===== src/rtl/tt_um_serial_sub.sv =====
// Bit-serial, LSB-first subtractor tile. Operand bits a/b arrive on ui_in
// framed by in_valid/start; each accepted bit produces a registered
// difference bit and borrow one cycle later. After WIDTH bits the assembled
// word A-B (mod 2^WIDTH) is latched onto uio_out together with the
// unsigned-underflow (neg) and zero flags.
//
// Handshake: a bit is taken on a rising edge where ena=1 and in_valid=1, and
// either the FSM is in RUN or start=1 (IDLE ignores bits without start).
// There is no back-pressure. out_valid pulses for one cycle per taken bit.
// done pulses once, together with the out_valid of the final bit.
module tt_um_serial_sub #(
  parameter int WIDTH = 8
) (
  input  logic       clk,
  input  logic       rst_n,
  input  logic       ena,
  input  logic [7:0] ui_in,
  output logic [7:0] uo_out,
  input  logic [7:0] uio_in,
  output logic [7:0] uio_out,
  output logic [7:0] uio_oe
);

  typedef enum logic {
    S_IDLE = 1'b0,
    S_RUN  = 1'b1
  } state_t;

  state_t state_q, state_d;

  logic       bit_a, bit_b, in_valid, start;
  logic       accept, br_in, d_bit, br_next, last_bit;
  logic [3:0] bit_idx, cnt_q;
  logic [7:0] shift_d, shift_q;
  logic       br_q;
  logic       diff_q, borrow_q, out_valid_q, done_q, neg_q, zero_q;
  logic [7:0] result_q;
  logic       unused_inputs;

  assign bit_a    = ui_in[0];
  assign bit_b    = ui_in[1];
  assign in_valid = ui_in[2];
  assign start    = ui_in[3];

  assign unused_inputs = &{1'b0, ui_in[7:4], uio_in};

  // Per-bit datapath: acceptance, full-subtractor cell and next shift value.
  always_comb begin
    accept   = ena & in_valid & ((state_q == S_RUN) | start);
    br_in    = start ? 1'b0 : br_q;
    d_bit    = bit_a ^ bit_b ^ br_in;
    br_next  = (~bit_a & bit_b) | (~(bit_a ^ bit_b) & br_in);
    bit_idx  = start ? 4'd0 : cnt_q;
    last_bit = (bit_idx == 4'(WIDTH - 1));
    // A start bit drops whatever partial word was being assembled.
    shift_d  = start ? 8'h00 : {1'b0, shift_q[7:1]};
    shift_d[WIDTH-1] = d_bit;
  end

  // FSM state register.
  always_ff @(posedge clk) begin
    if (!rst_n) begin
      state_q <= S_IDLE;
    end else if (ena) begin
      state_q <= state_d;
    end
  end

  // FSM next state: any accepted bit enters RUN unless it closes the word.
  always_comb begin
    state_d = state_q;
    if (accept) begin
      state_d = last_bit ? S_IDLE : S_RUN;
    end
  end

  // Datapath registers: counter, borrow chain, shift register, result/flags.
  always_ff @(posedge clk) begin
    if (!rst_n) begin
      cnt_q       <= 4'd0;
      br_q        <= 1'b0;
      shift_q     <= 8'h00;
      diff_q      <= 1'b0;
      borrow_q    <= 1'b0;
      out_valid_q <= 1'b0;
      done_q      <= 1'b0;
      result_q    <= 8'h00;
      neg_q       <= 1'b0;
      zero_q      <= 1'b1;
    end else if (!ena) begin
      // Pulses are cleared so a stale pulse cannot reappear when ena returns.
      out_valid_q <= 1'b0;
      done_q      <= 1'b0;
    end else begin
      out_valid_q <= accept;
      done_q      <= accept & last_bit;
      if (accept) begin
        diff_q   <= d_bit;
        borrow_q <= br_next;
        br_q     <= br_next;
        shift_q  <= shift_d;
        cnt_q    <= last_bit ? 4'd0 : bit_idx + 4'd1;
        if (last_bit) begin
          result_q <= shift_d;
          neg_q    <= br_next;
          zero_q   <= (shift_d == 8'h00);
        end
      end
    end
  end

  // Output assembly; pulses are masked while the tile is disabled.
  always_comb begin
    uo_out  = {2'b00, zero_q, neg_q, done_q & ena, out_valid_q & ena,
               borrow_q, diff_q};
    uio_out = result_q;
    uio_oe  = 8'hFF;
  end

endmodule


===== config.mk =====
export PLATFORM = sky130hd
export DESIGN_NAME = tt_um_serial_sub
export DESIGN_NICKNAME = d
export VERILOG_FILES = /design/src/rtl/tt_um_serial_sub.sv
export SDC_FILE = /design/constraint.sdc
export NUM_CORES = 1
export LEC_CHECK = 0
export BUFFER_PORTS_ARGS = -buffer_cell sky130_fd_sc_hd__buf_2
export CAP_MARGIN = 5
export CORE_MARGIN = 1.5
export CORE_UTILIZATION = 48
export CTS_CLUSTER_DIAMETER = 60
export DETAILED_ROUTE_END_ITERATION = 6
export PLACE_DENSITY = 0.79
export SYNTH_ARGS = -nofsm -noshare
export SYNTH_HDL_FRONTEND = slang
export SYNTH_SLANG_ARGS = --single-unit

===== constraint.sdc =====
create_clock -name clk -period 2.28 [get_ports clk]
set_clock_uncertainty 0.15 [all_clocks]
set_input_delay 0.114 -clock clk [delete_from_list [all_inputs] [get_ports clk]]
set_output_delay 0.114 -clock clk [all_outputs]
set_load 0.02 [all_outputs]

After elaboration in Yosys (flattened, before gate mapping)
Cells that the tools add are included.
{ "word_totals": {"regBits": 27, "latch_bits": 0, "mem_bits_rw": 0, "romBits": 0, "inputBits": 19, "output_inout_bits": 24, "wordCells": 34, "memories": 0} }
{ "op_classes": {"add_sub_neg": 1, "multipliers": 0, "n_div": 0, "magnitude_cmp": 0, "n_eq_ne": 1, "shifts": 0, "mux": 5, "bitwise_logic": 13, "n_reduce_logical": 4} }
{ "op_table": {"columns": ["operator", "count"], "rows": [
  ["zero test 8 bit", 1],
  ["2-to-1 mux 4 bit", 2],
  ["AND 1 bit", 7],
  ["2-to-1 mux 7 bit", 1],
  ["adder 4 x 1 -> 4 bit, second input constant", 1],
  ["== test 4 x 3 -> 1 bit, second input constant", 1],
  ["AND reduction 2 bit", 2],
  ["AND reduction 3 bit", 1],
  ["2-to-1 mux 1 bit", 2],
  ["inverter 1 bit", 2],
  ["bitwise OR 1 bit", 2],
  ["bitwise XOR 1 bit", 2]
]} }

Logic depth before layout (Yosys ltp)
{ "depth": {"depth_word": 4, "ltp_mapped": 8, "depth_no_buf": 5} }

Worst setup path before layout
Ideal clock, no wire load.
{ "synth_timing": {"path_type": "input to register", "start": "input port ui_in[3]", "end": "register cnt_q[0]", "setup_time_ps": 70, "t_arrival_ps": 1516, "required_ps": 2060, "path_slack_ps": 543, "path_stages": 8, "path_buffers": 3, "cell_sequence": "buf_6 > clkbuf_1 > nor2b_1 > ha_1 > nor4bb_4 > buf_6 > or3_1 > a21oi_1"} }
{ "synth_between": {"elab_chain_cells": 3, "elab_cells_between_ends": 7, "cone_classes": "add/sub: 1; eq/ne: 1; mux: 2; bitwise: 2; reduce/logical: 1"} }
{ "synth_rtl": {"columns": ["item", "line", "source"], "rows": [
  ["start, declared", "17", "input logic [7:0] ui_in,"],
  ["2-to-1 mux 4 bit or bitwise OR 1 bit (tied branches)", "53, 49", null],
  ["adder 4 x 1 -> 4 bit, or another cell as far along", "102", "cnt_q <= last_bit ? 4'd0 : bit_idx + 4'd1;"],
  ["2-to-1 mux 4 bit or AND reduction 2 bit (tied branches)", null, null],
  ["end signal, assigned", "102", null],
  ["end, declared", "33", "logic [3:0] bit_idx, cnt_q;"]
]} }
Parallel ways exist; a longest one is shown, timed or not.
A chain may end at the register's enable or synchronous reset.

Final worst setup path
{ "layout_timing": {"start": "register cnt_q[0]", "end": "register result_q[0] (netlist: uio_out[0])"} }
{ "layout_between": {"elab_chain_cells": 3} }
{ "layout_rtl": {"columns": ["item", "line", "source"], "rows": [
  ["2-to-1 mux 4 bit", "53", "bit_idx = start ? 4'd0 : cnt_q;"],
  ["== test 4 x 3 -> 1 bit", "54", "last_bit = (bit_idx == 4'(WIDTH - 1));"],
  ["AND reduction 3 bit (no line)", null, null],
  ["end signal, assigned", "104", "result_q <= shift_d;"],
  ["end, declared", "37", "logic [7:0] result_q;"]
]} }
Every way passes these cells.

==> impl_metrics.ini <==
[status]
status = complete, no violations

[logic_synthesis]
syn_inst = 146
ys_seq_area_share_pct = 40.77
syn_area_mm2 = 0.001227
synth_ff_type = dfxtp_1
ys_ff_latch = 25
synth_cell_types = 33
synth_area_per_cell_um2 = 8.407
yosys_warnings = 0
async_reset_ff_share_pct = 0
synth-edff-count = 0

[drt]
top_layer_used = met4
num_vias = 985
routedWlPerCell_um = 12.03
drc_errors = 0
dr_wl_met2_um = 1140
drt_wl_total_um = 2237
viasPerCell = 5.296
drt_first_pass_iters = 6
drt_iter0_drc = 25
postRouteAntennaNets = 0
dr_wl_met3_um = 104
met1Wirelength_um = 950

[floorplan]
ios = 43
core_mm2 = 0.002455
rows = 18
die-area_mm2 = 0.002870
start_util_pct = 50.00
die_y_um = 53.57
die_w_um = 53.57

[clock_tree]
cts_sinks = 25
clock_latency_ns = 0.32
root_buffer = clkbuf_4
cts_tree = done
ctsResizeCount = 0
numCtsBuffers = 3
htreeDepth = 1
cts_buffer_depth = 2
path_clk_slew_ns = 0.14
cts_setup_buffers = 0

[worst_setup_path]
critical_path_arrival_ns = 2.12
path_max_fanout = 10
cp-start-kind = flop
worstPathRequired_ns = 2.39
critical_path_class = reg -> reg
setup.worst_path.end_class = flop

[power]
leakagePower_nw = 0.5096
ir_drop_mv = 0.3079
power.density_mw_per_mm2 = 559.4

[layout]
drive_above_1_share_pct = 18.59
layout_common_cells = dfxtp_1, buf_2, a21oi_1
antenna_cells = 0
final_common_cell = dfxtp_1
area_growth_pct = 3.975
finish.net_count = 178

[sta]
relSlewSlack_pct = 39.87
rsz0062_at_grt = false
fin_crit_sh_pct = 88.15
report.final.slew_viol_count = 0
setup_viol = 0
max_freq_mhz = 497.5
hold_viol = 0
period_needed_ns = 2.010
worst_pin_slew_ns = 0.8993
setup_tns_ns = 0
fin_ws_ns = 0.2701
whs_ns = 0.03860

[job]
drv_cap = 0

[global_routing]
grt_max_degree = 25
track_usage_pct = 16.73
grt_pass1_wl_um = 3408
grt_pass1_vias = 811
antenna_found_initial = 0
grt-ovfl-total = 0

[placement]
place_congestion = 0.7333
portBuffers = 20
dp_slack_ns = 0.3342
dp.final_hpwl_um = 1566

[hold_path]
hp-class = in -> reg
synth_stat cells (2+ instances only):
| library cell | number | area share (%) |
|---|---|---|
| conb_1 | 2 | 0.61 |
| o21ai_0 | 10 | 4.1 |
| a31oi_1 | 2 | 1.0 |
| nor3_1 | 2 | 0.82 |
| buf_4 | 14 | 8.6 |
| nand2_1 | 17 | 5.2 |
| nor2b_1 | 9 | 4.6 |
| dfxtp_1 | 25 | 41 |
| buf_2 | 5 | 2.0 |
| a21oi_1 | 19 | 7.7 |
| clkbuf_1 | 3 | 0.92 |
| o21ai_1 | 2 | 0.82 |
| nor2_1 | 6 | 1.8 |
| buf_6 | 2 | 1.8 |
| inv_1 | 2 | 0.61 |
| nand3_1 | 8 | 3.3 |
| and2_1 | 2 | 1.0 |
final timing paths:
| path | startpoint | endpoint | slack [ns] | cells after the start |
|---|---|---|---|---|
| setup / recovery | cnt_q[0]$_SDFFE_PN0P_ | uio_out[0]$_SDFFE_PN0P_ | 0.27 | 5 |
| hold / removal | ui_in[1] | shift_q[7]$_SDFFE_PN0P_ | 0.04 | 3 |
| setup reg to reg | cnt_q[0]$_SDFFE_PN0P_ | uio_out[0]$_SDFFE_PN0P_ | 0.27 | 5 |
| hold reg to reg | shift_q[2]$_SDFFE_PN0P_ | shift_q[2]$_SDFFE_PN0P_ | 0.33 | 2 |
state kept, by name, summed over array words and instances, names as in the netlist:
name	flops
uio_out	8
shift_q	7
cnt_q	4
borrow_q	1
done_q	1
neg_q	1
out_valid_q	1
state_q	1
zero_q	1
cell type report:
cell class	count	area [µm²]
clock inverters	1	5.005
well taps	30	37.54
inverters	2	7.507
flip-flops and latches	25	500.5
multi-input cells	103	585.6
fillers	224	1179
repair buffers	22	117.6
clock buffers	3	22.52
layer usage:
layer / GRT usage [%] / vias up
li1: - / 495
met1: 20.83 / 456
met2: 26.34 / 29
met3: 3.333 / 5
met4: 10.68 / 0
met5: 0 / -
worst max-delay path: stages, from the launching register on:
cell and delay, ns:
dfxtp_1 0.39, nor2b_1 0.19, ha_1 0.26, nor4bb_4 0.63
nand4b_1 0.16, a21oi_1 0.17
power by group:
part           total, mW  internal, mW  switching [mW]
sequential         0.445         0.441         0.00382
clock              0.201        0.0659           0.135
combinational     0.0675        0.0179          0.0496
logic make-up after synthesis:
| logic type | after synthesis | synth area share [%] |
|---|---|---|
| AND/OR/NAND/NOR | 53 | 23.85 |
| other | 2 | 0.6118 |
| AO/OA/AOI/OAI | 38 | 18.15 |
| adder cells (fa/ha/maj) | 2 | 2.650 |
| buffers and inverters | 26 | 13.96 |
| flip-flops | 25 | 40.77 |
stage by stage:
step                      power [mW]  utilization, %  instance area, µm²  std cells
after floorplan               0.5218               -                1257        154
after global placement        0.5188           50.46                1239        181
after detailed placement      0.5207           50.46                1239        181
after CTS                     0.7167           51.99                1276        186
after global routing          0.7419           51.99                1276        186
final                         0.7139           51.99                1276        186
repair_timing:
item / in CTS / in global routing
endpoints found under the setup margin: 0 / 0
endpoints found under the hold margin: 3 / 0
hold buffers: 1 / 0
Power figures use the tool's default switching activity.
